## src/rtl/p2n_arb_pkg.sv

```systemverilog
// Shared definitions for the p2n packet arbiter: response opcodes, body lengths and FSM states.
package p2n_arb_pkg;

    localparam logic [2:0] OP_RD_RESP = 3'b011;
    localparam logic [2:0] OP_WR_RESP = 3'b100;
    localparam logic [2:0] OP_MSG     = 3'b101;

    localparam logic [7:0] WR_RESP_BODY = 8'd4;
    localparam logic [7:0] MSG_BODY     = 8'd5;

    typedef enum logic [1:0] {IDLE, BODY, GAP} arb_state_e;

    // Bytes following the header; 0 marks an illegal opcode.
    function automatic logic [7:0] body_len(input logic [7:0] hdr);
        case (hdr[2:0])
            OP_RD_RESP: body_len = 8'd1 + (8'd1 << hdr[5:3]);
            OP_WR_RESP: body_len = WR_RESP_BODY;
            OP_MSG:     body_len = MSG_BODY;
            default:    body_len = 8'd0;
        endcase
    endfunction

endpackage

```

## src/rtl/rr_pick4.sv

```systemverilog
// Rotating-priority picker: the first requester after 'last' (mod 4) wins.
module rr_pick4 (
    input  logic [3:0] req_i,
    input  logic [1:0] last_i,
    output logic [3:0] onehot_o,
    output logic       any_o
);

    // Scan from lowest to highest priority so the closest requester overwrites.
    always_comb begin
        onehot_o = 4'b0000;
        for (int i = 4; i >= 1; i--) begin
            if (req_i[2'(last_i + 2'(i))]) begin
                onehot_o = 4'b0001 << 2'(last_i + 2'(i));
            end
        end
    end

    assign any_o = |req_i;

endmodule

```

## src/rtl/p2n_pkt_arb.sv

```systemverilog
// Packet-aware round-robin scheduler sharing the NOC return path between four response FIFOs.
module p2n_pkt_arb #(
    parameter int unsigned NPORT    = 4,
    parameter int unsigned IDLE_GAP = 0
) (
    input  logic               clk,
    input  logic               rst_n,
    input  logic [NPORT-1:0]   port_vld,
    input  logic [NPORT-1:0]   port_ctl,
    input  logic [8*NPORT-1:0] port_data,
    output logic [NPORT-1:0]   port_pop,
    output logic               noc_from_dev_ctl,
    output logic [7:0]         noc_from_dev_data,
    output logic [NPORT-1:0]   grant,
    output logic               busy,
    output logic               err_drop,
    output logic               err_underrun
);

    import p2n_arb_pkg::*;

    localparam logic [3:0] GAP_LOAD = 4'((IDLE_GAP > 0) ? IDLE_GAP - 1 : 0);

    arb_state_e       state_q;
    logic [1:0]       rr_last_q;
    logic [7:0]       cnt_q;
    logic [3:0]       gap_q;
    logic [NPORT-1:0] grant_q;
    logic             out_ctl_q;
    logic [7:0]       out_data_q;
    logic             err_drop_q;
    logic             err_underrun_q;

    logic [3:0] pick_oh;
    logic       pick_any;
    logic [1:0] pick_idx;
    logic [1:0] own_idx;
    logic       pick_ctl;
    logic       own_ctl;
    logic [7:0] pick_data;
    logic [7:0] own_data;
    logic [7:0] pick_len;

    function automatic logic [1:0] oh_to_idx(input logic [3:0] oh);
        case (oh)
            4'b0010: oh_to_idx = 2'd1;
            4'b0100: oh_to_idx = 2'd2;
            4'b1000: oh_to_idx = 2'd3;
            default: oh_to_idx = 2'd0;
        endcase
    endfunction

    rr_pick4 u_pick (
        .req_i    (port_vld),
        .last_i   (rr_last_q),
        .onehot_o (pick_oh),
        .any_o    (pick_any)
    );

    always_comb begin
        pick_idx  = oh_to_idx(pick_oh);
        own_idx   = oh_to_idx(grant_q);
        pick_ctl  = port_ctl[pick_idx];
        pick_data = port_data[{pick_idx, 3'b000} +: 8];
        own_ctl   = port_ctl[own_idx];
        own_data  = port_data[{own_idx, 3'b000} +: 8];
        pick_len  = body_len(pick_data);
        port_pop  = '0;
        // No pops while held in reset so FIFO contents survive untouched.
        if (rst_n) begin
            unique case (state_q)
                IDLE:    if (pick_any) port_pop = pick_oh;
                BODY:    port_pop = grant_q & port_vld;
                default: port_pop = '0;
            endcase
        end
    end

    always_ff @(posedge clk or negedge rst_n) begin
        if (!rst_n) begin
            state_q        <= IDLE;
            rr_last_q      <= 2'd3;
            cnt_q          <= 8'd0;
            gap_q          <= 4'd0;
            grant_q        <= '0;
            out_ctl_q      <= 1'b1;
            out_data_q     <= 8'h00;
            err_drop_q     <= 1'b0;
            err_underrun_q <= 1'b0;
        end else begin
            out_ctl_q  <= 1'b1;
            out_data_q <= 8'h00;
            err_drop_q <= 1'b0;
            unique case (state_q)
                IDLE: begin
                    if (pick_any && pick_ctl && pick_data != 8'h00 && pick_len != 8'd0) begin
                        out_ctl_q  <= 1'b1;
                        out_data_q <= pick_data;
                        grant_q    <= pick_oh;
                        rr_last_q  <= pick_idx;
                        cnt_q      <= pick_len;
                        state_q    <= BODY;
                    end else if (pick_any && !(pick_ctl && pick_data == 8'h00)) begin
                        // Stray body byte or illegal opcode; idle tokens fall through silently.
                        err_drop_q <= 1'b1;
                        rr_last_q  <= pick_idx;
                    end
                end
                BODY: begin
                    if (port_vld[own_idx]) begin
                        out_ctl_q  <= own_ctl;
                        out_data_q <= own_data;
                        cnt_q      <= cnt_q - 8'd1;
                        if (own_ctl) err_drop_q <= 1'b1;
                        if (cnt_q == 8'd1) begin
                            grant_q <= '0;
                            if (IDLE_GAP > 0) begin
                                state_q <= GAP;
                                gap_q   <= GAP_LOAD;
                            end else begin
                                state_q <= IDLE;
                            end
                        end
                    end else begin
                        err_underrun_q <= 1'b1;
                    end
                end
                GAP: begin
                    if (gap_q == 4'd0) state_q <= IDLE;
                    else               gap_q   <= gap_q - 4'd1;
                end
                default: state_q <= IDLE;
            endcase
        end
    end

    assign noc_from_dev_ctl  = out_ctl_q;
    assign noc_from_dev_data = out_data_q;
    assign grant             = grant_q;
    assign busy              = (state_q != IDLE);
    assign err_drop          = err_drop_q;
    assign err_underrun      = err_underrun_q;

endmodule

```

## config.mk

```make
export PLATFORM = sky130hd
export DESIGN_NAME = p2n_pkt_arb
export DESIGN_NICKNAME = d
export VERILOG_FILES = /design/src/rtl/p2n_arb_pkg.sv /design/src/rtl/rr_pick4.sv /design/src/rtl/p2n_pkt_arb.sv
export SDC_FILE = /design/constraint.sdc
export NUM_CORES = 1
export LEC_CHECK = 0
export ABC_AREA = 1
export ABC_CLOCK_PERIOD_IN_PS = 4900
export CAP_MARGIN = 20
export CORE_ASPECT_RATIO = 1.2
export CORE_UTILIZATION = 52
export DETAILED_ROUTE_END_ITERATION = 8
export PLACE_DENSITY = 0.82
export SYNTH_ARGS = -nofsm -noshare
export SYNTH_HDL_FRONTEND = slang
export SYNTH_HIERARCHICAL = 1
export SYNTH_SLANG_ARGS = --single-unit
```

## constraint.sdc

```tcl
create_clock -name clk -period 4.9 [get_ports clk]
set_input_delay 1.47 -clock clk [delete_from_list [all_inputs] [get_ports clk]]
set_output_delay 1.47 -clock clk [all_outputs]
set_load 0.02 [all_outputs]
```

==> impl_metrics.toml <==
[status]
status = "finished clean"

[floorplanning]
initial_utilization = 0.550
die_height_um = 81.7
dieArea_sq_um = 5590
core_sq_um = 5010
die_w_um = 68.4
row_count = 28
io_pins = 62

[clock_tree]
ctsHoldBuffers = 0
cts_root_buffer = "clkbuf_8"
cts_buffers = 3
cts_tree = "done"
htree_levels = 1
clock_latency_ps = 280
cts_num_sinks = 26
post_cts_buffers = 0
cts_max_path_buffers = 2
path_clk_slew_ps = 100
cts_resized = 4

[finish]
multiInputGateArea_sq_um = 1850
num_antenna_cells = 0
syn_to_final_growth_pct = 33.2
ff_latch_area_sq_um = 654
layout-drive-gt1-share = 0.194
nets = 558
num-fill-cells = 425

[worst_setup_path]
crit_path_end_kind = "output pin"
r2r_setup_slack_ps = 930
worstSetupStartpointType = "input port"
critPathKind = "in -> out"
path_max_fanout = 5
cp_data_arrival_time_ps = 3290
required_ps = 3430

[synthesis]
synth.avg_cell_area_sq_um = 6.53
synth_cells = 422
synth_common_cells = "124 x nand2_1, 42 x nand3_1, 35 x inv_1"
synth-seq-cells = 26
synthSimpleGateAreaFrac = 0.466
yosysTopAreaCellShare = 0.209
syn_area_sq_um = 2760
synth_top_area_cell = "dfrtp_1"
synth.most_common_cell = "nand2_1"
ys_warn_count = 6
ys.flop_type = "dfrtp_1"
synth_compound_area_frac = 0.150
synth.distinct_cells = 45
async_flop_share = 1.00
synth_xor_area_frac = 0.00954
synth_nets = 473
synth_edf_count = 0
synth_top_family_by_area = "simple AND/OR/NAND/NOR gates"
synth_fa_ha_area_frac = 0.0409
ys_seq_area_frac = 0.238
synthTopCellsByArea = "dfrtp_1 21%, nand2_1 17%, nand3_1 7.6%"
synthMuxAreaShare = 0

[placement]
port_buffers = 61
hpwlAfterDp_um = 6360
gp_congestion = 0.928

[global_routing]
track_usage = 0.300
grt-ovfl-total = 0
grt_pass1_wl_um = 12800
grt_max_degree = 27
grt_pass1_vias = 2884
grt_antenna_before_repair = 0

[sta]
hold_viol_final = 0
fmax_mhz = 210
whs_ps = 468
fin_crit_ps = 4760
fin_crit_sh = 0.971
rsz0062_at_grt = "false"
maxSlewHeadroom = 0.695
tightest_slew_ps = 457
setup_viol = 0
drv_slew = 0
clock_skew_ps = 1.66

[detailed_routing]
vias_per_cell = 5.66
drc = 0
antenna_left = 0
vias = 3202
wl_um = 8060
drt_iter0_drc = 242
wl_per_cell_um = 14.2
firstDrtPassIters = 5

[flow_run]
max-cap-violations = 0

[worst_hold_path]
hp-class = "reg -> reg"
final cells by class:
cell class                      count  area share
Sequential cell                    26       0.178
Multi-Input combinational cell    337       0.503
Clock buffer                        3      0.0112
Clock inverter                      1     0.00818
Inverter                           45      0.0460
Timing Repair Buffer               94       0.232
Tap cell                           60      0.0204
critical path, cell delays in order:
cell and delay (ps):
clkdlybuf4s50_1 480, or4_1 580, inv_1 70, nor2_1 80, a32oi_1 230, nor2_1 50
dlygate4sd2_1 320
metrics by stage:
stage          setup TNS [ps]  worst slack [ps]  cell area [sq um]   util  cells
2_1_floorplan               0               970               2760      -    422
3_3_place_gp             -267             -92.6               3590  0.717    562
3_5_place_dp             -229             -78.7               3590  0.717    562
4_1_cts                     0               144               3660  0.731    566
5_1_grt                     0              8.47               3670  0.733    566
6_report                    0               144               3670  0.733    566
path summary, 6_finish.rpt:
check | cells after the start | endpoint | startpoint
setup / recovery | 7 | port_pop[0] | port_vld[0]
hold / removal | 2 | err_underrun | err_underrun
setup reg to reg | 26 | cnt_q[7] | rr_last_q[0]
hold reg to reg | 2 | err_underrun | err_underrun
max in group asynchronous | 2 | rr_last_q[0] | rst_n
min in group asynchronous | 2 | grant[0] | rst_n
state kept, by name (all words and copies together) (netlist names):
signal	count
noc_from_dev_ctl	1
err_drop	1
state_q	1
cnt_q	8
rr_last_q	2
noc_from_dev_data	8
grant	4
err_underrun	1
routing by layer:
metal | global-route usage | part of all wire | wire length [um] | vias to the layer above
met5 | 0 | 0 | 0 | -
met4 | 0.0958 | 0.016 | 125 | 0
met3 | 0.0306 | 0.045 | 359 | 13
met2 | 0.528 | 0.51 | 4090 | 118
met1 | 0.375 | 0.43 | 3490 | 1502
li1 | - | - | - | 1569
cell families (layout without fill, tap and decap cells):
group	count (synthesis)	count (layout)
xor+xnor	3	3
simple gates	260	260
compound gates	65	65
flops	26	26
fa+ha+maj	9	9
buf+inv	59	143
placed cells by master (no fill, tap or decap), drive strengths merged:
cell type      instances
dfstp                  3
dlygate4sd2            4
bufinv                 1
clkbuf                 3
buf                   33
nand3                 51
inv                   42
and3                   1
o31ai                  1
o22ai                  9
clkinv                 3
and2                   1
nor2                  38
a32oi                  4
xnor2                  3
a21oi                  2
a2bb2oi                1
nand4                 14
nor3                   2
a21o                   1
nor3b                  2
clkdlybuf4s50         57
ha                     9
dfrtp                 23
o211ai                 2
o21ai                 41
a32o                   1
a31oi                  2
or4                    1
nand2                150
a21boi                 1
Power is left out: the tool's default activity adds up to more than one toggle a clock period on the data nets, which glitch-free logic cannot reach.
